<file path="src/rtl/lif_pkg.sv">
// Shared definitions for the LIF neuron scheduler and its update datapath.
package lif_pkg;

  localparam int LIF_WIDTH           = 6;
  localparam int LIF_LEAK_SHIFT      = 1;
  localparam int LIF_RESET_THRESHOLD = 32;

  typedef enum logic [1:0] {
    IDLE   = 2'd0,
    READ   = 2'd1,
    UPDATE = 2'd2,
    DONE   = 2'd3
  } lif_state_e;

  // True when an unsigned sum no longer fits in 'width' bits and must saturate.
  function automatic logic sat_overflow(input logic [31:0] value, input int unsigned width);
    sat_overflow = ((value >> width) != 32'd0);
  endfunction

endpackage

</file>
<file path="src/rtl/lif_update_unit.sv">
// Combinational LIF update for one neuron: leak, integrate, saturate, fire.
module lif_update_unit
  import lif_pkg::*;
#(
  parameter int WIDTH      = LIF_WIDTH,
  parameter int LEAK_SHIFT = LIF_LEAK_SHIFT
) (
  input  logic [WIDTH-1:0] in,
  input  logic [WIDTH-1:0] state,
  input  logic [WIDTH-1:0] thr,
  input  logic             spk_prev,
  output logic [WIDTH-1:0] new_state,
  output logic             new_spk
);

  logic [WIDTH-1:0] leak_s;
  logic [WIDTH:0]   sum_s;
  logic [WIDTH-1:0] sat_s;

  // A neuron that just fired restarts from its input alone; thr of zero disables it.
  always_comb begin
    leak_s    = state >> LEAK_SHIFT;
    sum_s     = {(WIDTH+1){1'b0}};
    sat_s     = {WIDTH{1'b0}};
    new_state = {WIDTH{1'b0}};
    new_spk   = 1'b0;
    if (spk_prev) begin
      leak_s = {WIDTH{1'b0}};
    end else begin
      leak_s = state >> LEAK_SHIFT;
    end
    sum_s = {1'b0, in} + {1'b0, leak_s};
    if (sat_overflow(32'(sum_s), WIDTH)) begin
      sat_s = {WIDTH{1'b1}};
    end else begin
      sat_s = sum_s[WIDTH-1:0];
    end
    if (thr == {WIDTH{1'b0}}) begin
      new_state = {WIDTH{1'b0}};
      new_spk   = 1'b0;
    end else begin
      new_state = sat_s;
      new_spk   = (sat_s >= thr);
    end
  end

endmodule

</file>
<file path="src/rtl/lif_neuron_scheduler.sv">
// Sweeps N_NEURONS LIF neurons through one shared update unit on every tick.
module lif_neuron_scheduler
  import lif_pkg::*;
#(
  parameter int N_NEURONS       = 4,
  parameter int WIDTH           = LIF_WIDTH,
  parameter int LEAK_SHIFT      = LIF_LEAK_SHIFT,
  parameter int RESET_THRESHOLD = LIF_RESET_THRESHOLD
) (
  input  logic                         clk,
  input  logic                         reset,
  input  logic                         tick,
  input  logic [N_NEURONS*WIDTH-1:0]   in_current,
  input  logic                         cfg_we,
  input  logic [$clog2(N_NEURONS)-1:0] cfg_addr,
  input  logic [WIDTH-1:0]             cfg_thr,
  output logic                         busy,
  output logic                         spike_valid,
  output logic [N_NEURONS-1:0]         spike_vec,
  output logic [N_NEURONS*WIDTH-1:0]   state_out,
  output logic                         overrun
);

  localparam int                IDX_W    = $clog2(N_NEURONS);
  localparam logic [IDX_W-1:0]  LAST_IDX = IDX_W'(N_NEURONS - 1);
  localparam logic [WIDTH-1:0]  THR_INIT = WIDTH'(RESET_THRESHOLD);

  lif_state_e                 fsm_r;
  lif_state_e                 fsm_next_s;
  logic [IDX_W-1:0]           idx_r;
  logic [N_NEURONS*WIDTH-1:0] state_rf_r;
  logic [N_NEURONS*WIDTH-1:0] thr_rf_r;
  logic [N_NEURONS*WIDTH-1:0] snap_r;
  logic [N_NEURONS-1:0]       spk_rf_r;
  logic [WIDTH-1:0]           op_in_r;
  logic [WIDTH-1:0]           op_state_r;
  logic [WIDTH-1:0]           op_thr_r;
  logic                       op_spk_r;
  logic [WIDTH-1:0]           new_state_s;
  logic                       new_spk_s;
  logic [N_NEURONS*WIDTH-1:0] state_wb_s;
  logic [N_NEURONS-1:0]       spk_wb_s;
  logic                       last_s;
  logic                       cfg_hit_s;
  logic                       finish_s;

  assign last_s    = (idx_r == LAST_IDX);
  assign cfg_hit_s = cfg_we && (32'(cfg_addr) < 32'(N_NEURONS));
  // Last write-back of the sweep: outputs are loaded so they are visible in DONE.
  assign finish_s  = (fsm_r == UPDATE) && last_s;

  lif_update_unit #(
    .WIDTH      (WIDTH),
    .LEAK_SHIFT (LEAK_SHIFT)
  ) u_update (
    .in        (op_in_r),
    .state     (op_state_r),
    .thr       (op_thr_r),
    .spk_prev  (op_spk_r),
    .new_state (new_state_s),
    .new_spk   (new_spk_s)
  );

  // FSM state register.
  always_ff @(posedge clk) begin
    if (reset) begin
      fsm_r <= IDLE;
    end else begin
      fsm_r <= fsm_next_s;
    end
  end

  // FSM next-state logic: READ/UPDATE pair per neuron, then a single DONE cycle.
  always_comb begin
    fsm_next_s = fsm_r;
    case (fsm_r)
      IDLE: begin
        if (tick) begin
          fsm_next_s = READ;
        end else begin
          fsm_next_s = IDLE;
        end
      end
      READ: fsm_next_s = UPDATE;
      UPDATE: begin
        if (last_s) begin
          fsm_next_s = DONE;
        end else begin
          fsm_next_s = READ;
        end
      end
      DONE:    fsm_next_s = IDLE;
      default: fsm_next_s = IDLE;
    endcase
  end

  // Register-file images with the current neuron's result merged in during UPDATE.
  always_comb begin
    state_wb_s = state_rf_r;
    spk_wb_s   = spk_rf_r;
    if (fsm_r == UPDATE) begin
      state_wb_s[idx_r*WIDTH +: WIDTH] = new_state_s;
      spk_wb_s[idx_r]                  = new_spk_s;
    end else begin
      state_wb_s = state_rf_r;
      spk_wb_s   = spk_rf_r;
    end
  end

  // Sweep index, input snapshot and datapath operand latches.
  always_ff @(posedge clk) begin
    if (reset) begin
      idx_r      <= {IDX_W{1'b0}};
      snap_r     <= {(N_NEURONS*WIDTH){1'b0}};
      op_in_r    <= {WIDTH{1'b0}};
      op_state_r <= {WIDTH{1'b0}};
      op_thr_r   <= {WIDTH{1'b0}};
      op_spk_r   <= 1'b0;
    end else begin
      case (fsm_r)
        IDLE: begin
          if (tick) begin
            idx_r  <= {IDX_W{1'b0}};
            snap_r <= in_current;
          end else begin
            snap_r <= snap_r;
          end
        end
        READ: begin
          op_in_r    <= snap_r[idx_r*WIDTH +: WIDTH];
          op_state_r <= state_rf_r[idx_r*WIDTH +: WIDTH];
          op_thr_r   <= thr_rf_r[idx_r*WIDTH +: WIDTH];
          op_spk_r   <= spk_rf_r[idx_r];
        end
        UPDATE: begin
          if (!last_s) begin
            idx_r <= idx_r + IDX_W'(1);
          end else begin
            idx_r <= idx_r;
          end
        end
        default: begin
          idx_r <= idx_r;
        end
      endcase
    end
  end

  // Per-neuron state, spike and threshold storage; config writes land any time.
  always_ff @(posedge clk) begin
    if (reset) begin
      state_rf_r <= {(N_NEURONS*WIDTH){1'b0}};
      spk_rf_r   <= {N_NEURONS{1'b0}};
      thr_rf_r   <= {N_NEURONS{THR_INIT}};
    end else begin
      state_rf_r <= state_wb_s;
      spk_rf_r   <= spk_wb_s;
      if (cfg_hit_s) begin
        thr_rf_r[cfg_addr*WIDTH +: WIDTH] <= cfg_thr;
      end else begin
        thr_rf_r <= thr_rf_r;
      end
    end
  end

  // Registered status and published results; overrun is sticky until reset.
  always_ff @(posedge clk) begin
    if (reset) begin
      busy        <= 1'b0;
      spike_valid <= 1'b0;
      spike_vec   <= {N_NEURONS{1'b0}};
      state_out   <= {(N_NEURONS*WIDTH){1'b0}};
      overrun     <= 1'b0;
    end else begin
      busy        <= (fsm_next_s != IDLE);
      spike_valid <= finish_s;
      overrun     <= overrun | (tick && (fsm_r != IDLE));
      if (finish_s) begin
        spike_vec <= spk_wb_s;
        state_out <= state_wb_s;
      end else begin
        spike_vec <= spike_vec;
        state_out <= state_out;
      end
    end
  end

endmodule

</file>
<file path="config.mk">
export PLATFORM = sky130hd
export DESIGN_NAME = lif_neuron_scheduler
export DESIGN_NICKNAME = d
export VERILOG_FILES = /design/src/rtl/lif_pkg.sv /design/src/rtl/lif_update_unit.sv /design/src/rtl/lif_neuron_scheduler.sv
export SDC_FILE = /design/constraint.sdc
export NUM_CORES = 1
export LEC_CHECK = 0
export BUFFER_PORTS_ARGS = -buffer_cell sky130_fd_sc_hd__clkbuf_2
export CAP_MARGIN = 5
export CORE_ASPECT_RATIO = 0.75
export CORE_MARGIN = 3
export CORE_UTILIZATION = 53
export CTS_CLUSTER_SIZE = 40
export DETAILED_ROUTE_END_ITERATION = 7
export GPL_TIMING_DRIVEN = 0
export PLACE_DENSITY = 0.73
export SLEW_MARGIN = 5
export SYNTH_ARGS = -nofsm -noshare
export SYNTH_HDL_FRONTEND = slang
export SYNTH_HIERARCHICAL = 1
export SYNTH_SLANG_ARGS = --single-unit
export TNS_END_PERCENT = 30
</file>
<file path="constraint.sdc">
create_clock -name clk -period 3.2 [get_ports clk]
set_clock_uncertainty 0.1 [all_clocks]
set_input_delay 0.16 -clock clk [delete_from_list [all_inputs] [get_ports clk]]
set_output_delay 0.16 -clock clk [all_outputs]
set_load 0.05 [all_outputs]
</file>
== Yosys cells after proc, flatten, opt, wreduce, memory -nomap -nowiden ==
Cells that the tools add are included.

* Memories kept: 0
* Output and inout bits: 31
* Memory bits (read-only): 0
* Word-level logic and storage cells: 67
* Bits in registers: 130
* Input bits: 36
* Memory bits (writable): 0
* Latch bits: 0

* Divide/modulo/power cells: 0
* Equality and inequality tests: 6
* Add/subtract/negate cells: 4
* Reduce and logical (&&, ||, !) cells: 10
* Muxes and demuxes: 19
* Multiply operators: 2
* Bitwise operators: 1
* Magnitude comparators: 3
* Shifts and indexed selects: 7

{| class="wikitable"
|+ Operators with widths
! kind !! number
|-
| $shiftx 24x6->6 || 3
|-
| $neg 5->34 || 2
|-
| $shift 6x34->24 const A || 2
|-
| $shiftx 6x34->24 || 2
|-
| $bwmux 24 || 2
|-
| $mux 24 || 1
|-
| $mux 6 || 2
|-
| $mul 2x2->4 const B || 2
|-
| $pmux 2 s4 || 1
|-
| $add 6x6->7 || 1
|-
| $eq 2x2->1 const B || 3
|-
| $ge 6x6->1 || 1
|-
| $logic_not 6->1 || 1
|-
| $mux 2 || 3
|-
| $reduce_bool 2->1 || 3
|-
| $mux 5 || 1
|-
| $bwmux 4 || 1
|-
| $mux 1 || 4
|-
| $mux 4 || 1
|-
| $ne 2x2->1 const B || 2
|-
| $pmux 2 s2 || 1
|-
| $logic_and 1x1->1 || 3
|-
| $lt 2x3->1 const B || 1
|-
| $reduce_and 3->1 || 1
|-
| other kinds (8) || 8
|}

== Depth between registers and ports, before layout ==
Gate-level depths: netlist of the first run.

* Depth in word-level cells: 7
* Mapped depth: 13
* Depth with buffers taken out: 13

== Hierarchy ==
Netlist of the first run, hierarchy kept.

{| class="wikitable"
|+ Modules (own cells, without submodules)
! module !! cells an instance !! seq. area each (um^2) !! times used !! area each (um^2)
|-
| lif_neuron_scheduler || 611 || 2602.5 || 1 || 5605.4
|-
| lif_update_unit || 65 || 0.0 || 1 || 476.7
|}

== Worst setup path after synthesis of the first run ==
Ideal clock, no wire load.

* Path kind: reg-to-reg
* Start point: reg op_spk_r
* End point: reg spike_vec[1]
* Path slack: 0.099 ns
* Arrival time: 2.867 ns
* Period minus slack after synthesis: 3.101 ns
* Setup time: 0.134 ns
* Cell stages (with the launch flop): 14
* Path buffers: 0
* Required time: 2.966 ns
* Path through: dfxtp_1 > nor2b_1 > ha_1 > fa_1 > a21oi_1 > o21a_1 > and2_1 > ha_1 > nand2b_1 > a2111oi_0 > o31a_1 > nor3_1 > mux2i_1 > a211oi_1

* Longest elaborated chain between the ends: 7

{| class="wikitable"
|+ RTL lines
! item !! line !! source
|-
| start, declared || lif_neuron_scheduler.sv:38 || <nowiki>logic op_spk_r;</nowiki>
|-
| start signal, assigned || lif_neuron_scheduler.sv:133 || <nowiki>op_spk_r <= spk_rf_r[idx_r];</nowiki>
|-
| $mux 5 || lif_update_unit.sv:27 || <nowiki>if (spk_prev) begin</nowiki>
|-
| $add 6x6->7 || lif_update_unit.sv:32 || <nowiki>sum_s = {1'b0, in} + {1'b0, leak_s};</nowiki>
|-
| $mux 6 || lif_update_unit.sv:33 || <nowiki>if (sat_overflow(32'(sum_s), WIDTH)) begin</nowiki>
|-
| $ge 6x6->1 || lif_update_unit.sv:43 || <nowiki>new_spk = (sat_s >= thr);</nowiki>
|-
| $mux 1 || lif_update_unit.sv:38 || <nowiki>if (thr == {WIDTH{1'b0}}) begin</nowiki>
|-
| via new_spk_s || lif_neuron_scheduler.sv:40 || <nowiki>logic new_spk_s;</nowiki>
|-
| $bwmux 4 || lif_neuron_scheduler.sv:103 || <nowiki>spk_wb_s[idx_r] = new_spk_s;</nowiki>
|-
| $mux 4 || lif_neuron_scheduler.sv:101 || <nowiki>if (fsm_r == UPDATE) begin</nowiki>
|-
| end signal, assigned || lif_neuron_scheduler.sv:171 || <nowiki>spike_vec <= {N_NEURONS{1'b0}};</nowiki>
|-
| end signal, assigned || lif_neuron_scheduler.sv:179 || <nowiki>spike_vec <= spk_wb_s;</nowiki>
|-
| end signal, assigned || lif_neuron_scheduler.sv:182 || <nowiki>spike_vec <= spike_vec;</nowiki>
|-
| end, declared || lif_neuron_scheduler.sv:19 || <nowiki>output logic [N_NEURONS-1:0] spike_vec,</nowiki>
|}

The timed path passes the listed nets, and every way through them passes these cells.
A chain may end at the register's enable or synchronous reset.

== Final worst setup path of the first run ==
* Start point: reg op_spk_r
* End point: reg spike_vec[2]

Same word-level chain as after synthesis.

==> results of run 1 <==
[cell usage in the layout (no fill, tap or decap), types with 11 or more instances in the layout]
cell,n
a211oi_1,25
a21oi_1,60
a22oi_1,29
buf_2,13
clkbuf_1,27
clkbuf_16,17
clkbuf_2,66
dfxtp_1,127
dlygate4sd3_1,28
ha_1,21
inv_1,16
mux2i_1,11
mux4_2,18
nand2_1,111
nor2_1,76
nor2b_1,11
[worst min-delay path, cell delays in order]
cell      delay, ns
clkbuf_2       0.16
a22oi_1        0.09
nor2_1         0.08
[registers in the layout, indices dropped and copies added (netlist names), 5 cells and up]
name        flops
state_rf_r     24
thr_rf_r       24
op_state_r      5
op_thr_r        6
op_in_r         6
snap_r         24
state_out      24
[layout make-up]
cell class | instances | share of cell area
multi-input cells | 483 | 0.440
well taps | 140 | 0.0233
clock inverters | 14 | 0.0178
clock buffers | 18 | 0.0571
flip-flops and latches | 129 | 0.344
inverters | 16 | 0.00799
repair buffers | 97 | 0.0846
plain buffers | 43 | 0.0243
[power by group]
group	switching [W]	leakage, nW	internal, W	total [W]
registers	0.0000223	1.05	0.00164	0.00166
logic	0.000202	1.58	0.000127	0.000328
clock network	0.000769	0.270	0.00108	0.00185
total	0.000993	2.90	0.00285	0.00384
[worst min-delay path by stage]
stage          cells past startpoint      endpoint      startpoint
2_1_floorplan                      2     snap_r[0]   in_current[0]
3_3_place_gp                       3    snap_r[11]  in_current[11]
3_5_place_dp                       3    snap_r[11]  in_current[11]
4_1_cts                            3  thr_rf_r[22]      cfg_thr[4]
5_1_grt                            3   thr_rf_r[0]      cfg_thr[0]
6_report                           3  thr_rf_r[22]      cfg_thr[4]
[through the flow]
step / instances / utilization / power (W) / setup slack (ns)
6_report: 940 / 0.682 / 0.00384 / 0.0516
5_1_grt: 940 / 0.682 / 0.00396 / -0.0776
4_1_cts: 939 / 0.673 / 0.00383 / 0.00732
3_5_place_dp: 876 / 0.592 / 0.00198 / -0.464
3_3_place_gp: 876 / 0.592 / 0.00197 / -0.293
2_1_floorplan: 671 / - / 0.00188 / 0.0987
[layer usage]
layer,up-vias,share of wire
met5,-,0
met4,0,0.012
met3,24,0.090
met2,230,0.43
met1,2672,0.46
li1,2629,-
[repair_timing]
action / CTS / global route
hold buffers: 28 / 0
setup endpoints to repair: 18 / 34
endpoints found under the hold margin: 32 / 0
setup buffers: 3 / 1
resized for setup: 8 / 25
pin swaps: 2 / 9
==> impl_metrics.toml, run 1 <==
[critical_path]
crit_buf_inv = 0
crit_end = "spike_vec[2]"
cp_slowest_cell = "fa_2"
crit_family = "compound AO/OA/AOI/OAI gates"
timing.rr.end = "spike_vec[2]"
required_ns = 3.37
path_cells = "nor2b_4 -> ha_4 -> fa_2 -> a21oi_4 -> o21a_4 -> and2_1 -> ha_1 -> nand2b_1 -> a2111oi_4 -> o31a_1 -> nor3_4 -> mux2i_1 -> a211oi_1"
cp-start-kind = "flop"
reg2reg_depth = 13
crit_type = "flop to flop"
r2r_start = "op_spk_r"
path_max_fanout = 6
arrival_ns = 3.32
cp-startpoint = "op_spk_r"
cpPeakStageDelay_ns = 0.41
worstSetupEndpointType = "flop"
r2r_slack_ns = 0.05
cp.depth = 13

[timing]
slew_viol_final = 0
tightest_slew_ns = 1.02
fmax_mhz = 318
rsz0062_at_grt = "true"
setup_tns_ns = 0
post-route-period-util = 0.984
relSlewSlack = 0.307
hold_violations = 0
finalSetupViolations = 0
hold_slack_ns = 0.0183
min_period_ns = 3.15

[status]
status = "complete, no violations"

[route]
drc_errors = 0
vias = 5555
antenna_left = 0
firstDrtPassIters = 5
routed_wl_microns = 18000
wl_per_cell_microns = 19.1
viasPerCell = 5.91
drt_iter0_drc = 480

[yosys]
syn_nets = 731
synth_cells = 671
syn_area_sq_um = 6030
yosysWarnings = 6
avgSynthCellArea_sq_um = 8.98

[hold_path]
hold_class = "primary input to flop"

[grt]
use_met3 = 0.0858
grt_first_pass_wirelength_microns = 28600
grt_max_degree = 17
grt_pass1_vias = 5414
grt_use_met2 = 0.427
antenna_found_initial = 0
grt-busiest-layer = "met2"
grtUsageMet1 = 0.426
grt-ovfl-total = 0
grt.total_usage = 0.292

[final_layout]
diodes = 0
syn2layout_area_growth_pct = 24.7
multi_input_area_sq_um = 3310
drive_gt1_frac = 0.201
seq_area_sq_um = 2590
fillers = 905
stdcell_area_sq_um = 7510
nets = 847

[run]
maxCapViolCount = 0

[place]
gp_congestion = 0.929
dp_hpwl_microns = 12700
port_buffers = 65
postPlaceCellArea_sq_um = 6530

[die]
dieHeight_microns = 98.4
ios = 67
placementRows = 33
initial_core_util = 0.547
design.core.area_sq_um = 11000
die_w_microns = 129
dieArea_sq_um = 12700

[cts]
cts_tree = "done"
clk_path_buf_depth = 2
root_buffer = "clkbuf_16"
clk_latency_ns = 0.42
clkSlewWorstSetupHoldPaths_ns = 0.06
clock-sinks = 129
cts_buffers = 17
htreeDepth = 4

[power_and_ir_drop]
ir_worst_vdd_uv = 394
p_leak_nw = 2.90
cellPowerDensity_nw_per_um2 = 511
No activity file was read; power rests on OpenSTA's default activity.
==> inputs of run 2 (changes only) <==
- CAP_MARGIN: 5 -> 20
- HOLD_SLACK_MARGIN: unset -> 0.12
==> run 2 against run 1 <==
Net effect: combinational power grew 1%; largest power group unchanged; cell count grew 0.43%; die area unchanged; via count increased by 0.50%; count of clock-buffer cells in the layout unchanged; sequential power barely moved; clock power barely moved; critical path depth did not move; register-to-register slack is essentially flat; sequential share of layout area down 0.18 points; design area is 0.53% higher; non-clock buffer count is 4 higher.
==> impl_metrics.toml, run 2 (synthesis gave the netlist of run 1 again) <==
[critical_path]
required_ns = 3.37
crit_type = "flop to flop"
path_max_fanout = 6
crit_family = "compound AO/OA/AOI/OAI gates"
cpPeakStageDelay_ns = 0.42
crit_buf_inv = 0
arrival_ns = 3.32
r2r_slack_ns = 0.05
worstSetupEndpointType = "flop"
path_cells = "nor2b_4 -> ha_4 -> fa_2 -> a21oi_4 -> o21a_4 -> and2_1 -> ha_1 -> nand2b_1 -> a2111oi_4 -> o31a_1 -> nor3_4 -> mux2i_1 -> a211oi_1"
cp-start-kind = "flop"
cp_slowest_cell = "fa_2"

[route]
drc_errors = 0
drt_iter0_drc = 481
antenna_left = 0
routed_wl_microns = 18000
viasPerCell = 5.91
firstDrtPassIters = 5
vias = 5583
wl_per_cell_microns = 19.1

[cts]
clk_latency_ns = 0.42
clk_path_buf_depth = 2
cts_buffers = 17
cts_tree = "done"
root_buffer = "clkbuf_16"
clock-sinks = 129
clkSlewWorstSetupHoldPaths_ns = 0.06
htreeDepth = 4

[final_layout]
stdcell_area_sq_um = 7550
final_cell_mix = "dfxtp_1, nand2_1, nor2_1"
mostFrequentLayoutCell = "dfxtp_1"
fin_util = 0.685
instances_no_fill = 944
diodes = 0
syn2layout_area_growth_pct = 25.3
drive_gt1_frac = 0.200
nets = 851

[power_and_ir_drop]
power_w = 0.00384
seqPwrFrac = 0.432
pwr-share-comb = 0.086
switching_share = 0.259
p_int_w = 0.00285
p_leak_nw = 2.91
cellPowerDensity_nw_per_um2 = 509
ir_worst_vdd_uv = 395
pwr-share-clk = 0.482
p_switching_w = 0.000995

[grt]
antenna_found_initial = 0
grt_first_pass_wirelength_microns = 28700
grt.total_usage = 0.293
grt-ovfl-total = 0
grt_pass1_vias = 5418
grt_max_degree = 17

[die]
ios = 67
initial_core_util = 0.547
dieHeight_microns = 98.4
die_w_microns = 129
dieArea_sq_um = 12700
design.core.area_sq_um = 11000
placementRows = 33

[timing]
fmax_mhz = 318
min_period_ns = 3.15
finalSetupViolations = 0
slew_viol_final = 0
rsz0062_at_grt = "true"
tightest_slew_ns = 1.04
relSlewSlack = 0.294
post-route-period-util = 0.984
hold_violations = 0

[place]
postPlaceCellArea_sq_um = 6530
dp_hpwl_microns = 12700
port_buffers = 65
dpl.cell_count = 876
gp_congestion = 0.929

[run]
maxCapViolCount = 0

[hold_path]
hold_class = "primary input to flop"

[status]
status = "complete, no violations"
[run 2: cell count changes in the layout (fill, tap and decap cells not counted), sizes merged]
cell         previous run  this run
dlygate4sd3            28        32
[run 2: cell type report]
type / count / area, sq um
clock buffers: 18 / 429
repair buffers: 101 / 676
flip-flops and latches: 129 / 2590
multi-input cells: 483 / 3310
inverters: 16 / 60.1
fillers: 898 / 3470
plain buffers: 43 / 183
clock inverters: 14 / 134
well taps: 140 / 175
[run 2: worst reg2reg max path: stages (launching register included)]
cell	delay, ns
dfxtp_4	0.40
nor2b_4	0.06
ha_4	0.16
fa_2	0.42
a21oi_4	0.19
o21a_4	0.17
and2_1	0.16
ha_1	0.24
nand2b_1	0.18
a2111oi_4	0.30
o31a_1	0.21
nor3_4	0.06
mux2i_1	0.25
a211oi_1	0.12
[run 2: power by group through the flow]
stage	clock [W]	sequential, W	combinational [W]
2_1_floorplan	0	0.00169	0.000185
3_3_place_gp	0	0.00169	0.000276
3_5_place_dp	0	0.00169	0.000283
4_1_cts	0.00185	0.00166	0.000318
5_1_grt	0.00194	0.00166	0.000363
6_report	0.00185	0.00166	0.000332
[run 2: repair_timing]
item	4_1_cts	5_1_grt
hold buffers	32	0
pin swaps	2	9
resized for setup	8	25
hold endpoints to repair	39	0
setup endpoints to repair	18	34
setup buffers	3	1
[run 2: metal layers]
| layer | track usage | vias to the layer above | wire length [microns] |
|---|---|---|---|
| met4 | 0.0686 | 0 | 159 |
| li1 | - | 2637 | - |
| met1 | 0.428 | 2692 | 8320 |
| met2 | 0.430 | 238 | 7980 |
| met3 | 0.0842 | 16 | 1580 |
| met5 | 0 | - | 0 |
[run 2: metrics by stage]
step           hold slack, ns  worst slack [ns]  setup TNS [ns]
6_report                0.238            0.0518               0
5_1_grt                 0.279           -0.0776          -0.188
4_1_cts                 0.220           0.00732               0
3_5_place_dp            0.296            -0.464           -4.20
3_3_place_gp            0.283            -0.293           -2.56
2_1_floorplan           0.196            0.0987               0
[run 2: path summary, 6_finish.rpt]
path | startpoint | endpoint | cells past startpoint
worst max register to register | op_spk_r | spike_vec[2] | 13
worst max-delay path | op_spk_r | spike_vec[2] | 13
worst min register to register | op_state_r[5] | op_state_r[5] | 2
worst min-delay path | cfg_addr[0] | thr_rf_r[18] | 5
==> inputs of run 3 (changes only) <==
- CORE_UTILIZATION: 53 -> 45
- PLACE_DENSITY: 0.73 -> 0.67
- SLEW_MARGIN: 5 -> 0
==> run 3 against run 2 <==
Net effect: sequential cell count is the same; largest power group unchanged; first-iteration DRC count shrank 20%; worst setup slack gained 0.051 ns; via count is essentially flat; critical path type unchanged; sequential share of layout area shrank 0.55 points; highest routed layer unchanged.
==> impl_metrics.toml, run 3 (synthesis gave the netlist of run 1 again) <==
[final_layout]
instances_no_fill = 978
mostFrequentLayoutCell = "dfxtp_1"
multi_input_area_sq_um = 3300
diodes = 0
fillers = 1127
final_cell_mix = "dfxtp_1, nand2_1, nor2_1"
stdcell_area_sq_um = 7680
syn2layout_area_growth_pct = 27.4
seq_area_sq_um = 2590
nets = 859
drive_gt1_frac = 0.203
fin_util = 0.604

[route]
routed_wl_microns = 18000
drc_errors = 0
wl_per_cell_microns = 18.4
drt_iter0_drc = 385
viasPerCell = 5.71
antenna_left = 0
vias = 5582
firstDrtPassIters = 5

[critical_path]
required_ns = 3.42
worstSetupEndpointType = "flop"
cp-start-kind = "flop"
crit_family = "compound AO/OA/AOI/OAI gates"
cpPeakStageDelay_ns = 0.47
reg2reg_depth = 12
cp_slowest_cell = "o21ai_0"
r2r_start = "op_spk_r"
arrival_ns = 3.32
path_cells = "nor2b_1 -> ha_1 -> and2_2 -> o21ai_1 -> o21a_2 -> buf_4 -> buf_4 -> a21oi_1 -> nand2b_1 -> o21ai_0 -> a32oi_1 -> a311oi_1"
crit_type = "flop to flop"
r2r_slack_ns = 0.10
cp_common_cell = "buf_4"
timing.rr.end = "state_out[18]"
path_max_fanout = 6
crit_buf_inv = 2

[power_and_ir_drop]
ir_worst_vdd_uv = 410
p_leak_nw = 2.96
p_int_w = 0.00294
pwr-share-clk = 0.494
switching_share = 0.254
pwr-share-comb = 0.085
p_switching_w = 0.00100
seqPwrFrac = 0.421
cellPowerDensity_nw_per_um2 = 514

[cts]
root_buffer = "clkbuf_16"
clkSlewWorstSetupHoldPaths_ns = 0.06
htreeDepth = 4
cts_buffers = 17
clk_path_buf_depth = 2
cts_tree = "done"
clk_latency_ns = 0.41
clock-sinks = 129

[grt]
grt.total_usage = 0.244
grt_pass1_vias = 5445
grt-ovfl-total = 0
antenna_found_initial = 0
grt_max_degree = 17
grt_first_pass_wirelength_microns = 28700

[place]
dp_hpwl_microns = 12700
port_buffers = 65
dpl.cell_count = 902
gp_congestion = 0.950
postPlaceCellArea_sq_um = 6560
pre_cts_ws_ns = -0.443

[timing]
rsz0062_at_grt = "true"
setup_tns_ns = 0
relSlewSlack = 0.378
min_period_ns = 3.10
slew_viol_final = 0
setup_slack_ns = 0.102
tightest_slew_ns = 0.925
fmax_mhz = 323
hold_violations = 0
post-route-period-util = 0.968
finalSetupViolations = 0

[hold_path]
hold_class = "primary input to flop"
hold_path_startpoint = "cfg_addr[0]"
whs_path_depth = 5
min_to = "thr_rf_r[18]"

[die]
dieArea_sq_um = 14800
ios = 67
design.core.area_sq_um = 12700
dieHeight_microns = 106
initial_core_util = 0.475
die_w_microns = 140
placementRows = 35

[status]
status = "complete, no violations"

[run]
maxCapViolCount = 0
## run 3: final cells by class
type,count,share of cell area
Multi-Input combinational cell,483,0.430
Sequential cell,129,0.337
Timing Repair Buffer,109,0.0971
Clock buffer,18,0.0559
Tap cell,166,0.0271
Buffer,43,0.0235
Clock inverter,14,0.0217
Inverter,16,0.00782
## run 3: how the worst max path moves through the flow
| stage | depth (start not counted) | endpoint | from | slack [ns] |
|---|---|---|---|---|
| 6_report | 12 | state_out[18] | op_spk_r | 0.10 |
| 2_1_floorplan | 13 | spike_vec[1] | op_spk_r | 0.1 |
| 5_1_grt | 11 | state_out[8] | op_spk_r | -0.03 |
| 4_1_cts | 13 | spike_vec[2] | op_spk_r | 0.003 |
| 3_5_place_dp | 13 | spike_vec[2] | op_spk_r | -0.44 |
| 3_3_place_gp | 13 | spike_vec[2] | op_spk_r | -0.30 |
## run 3: layer usage
layer | wire length [microns] | up-vias | global-route usage
met2 | 7630 | 247 | 0.356
met3 | 1710 | 39 | 0.0760
met4 | 350 | 0 | 0.0802
met1 | 8330 | 2633 | 0.345
li1 | - | 2663 | -
met5 | 0 | - | 0
## run 3: metrics by stage
| step | total power, W | hold WS, ns |
|---|---|---|
| final | 0.00395 | 0.244 |
| after global routing | 0.00407 | 0.249 |
| after CTS | 0.00395 | 0.204 |
| after detailed placement | 0.00198 | 0.291 |
| after global placement | 0.00197 | 0.285 |
| after floorplan | 0.00188 | 0.196 |
## run 3: worst reg2reg max path: cells and delay by family (launching register included)
kind / cells / cell delay (ns)
AO/OA/AOI/OAI: 6 / 1.51
flip-flops: 1 / 0.40
AND/OR/NAND/NOR: 3 / 0.37
adder cells (fa/ha/maj): 1 / 0.35
buffers and inverters: 2 / 0.28
## run 3: power groups by stage
stage | sequential, W | clock (W) | combinational (W)
6_report | 0.00166 | 0.00195 | 0.000335
5_1_grt | 0.00166 | 0.00204 | 0.000369
4_1_cts | 0.00166 | 0.00197 | 0.000322
3_5_place_dp | 0.00169 | 0 | 0.000285
3_3_place_gp | 0.00169 | 0 | 0.000279
2_1_floorplan | 0.00169 | 0 | 0.000185
## run 3: what timing repair did
| item | 4_1_cts | 5_1_grt |
|---|---|---|
| setup endpoints to repair | 17 | 32 |
| pin swaps | 2 | 12 |
| resized for setup | 7 | 21 |
| setup buffers | 5 | 3 |
| endpoints found under the hold margin | 42 | 0 |
| hold buffers | 36 | 0 |
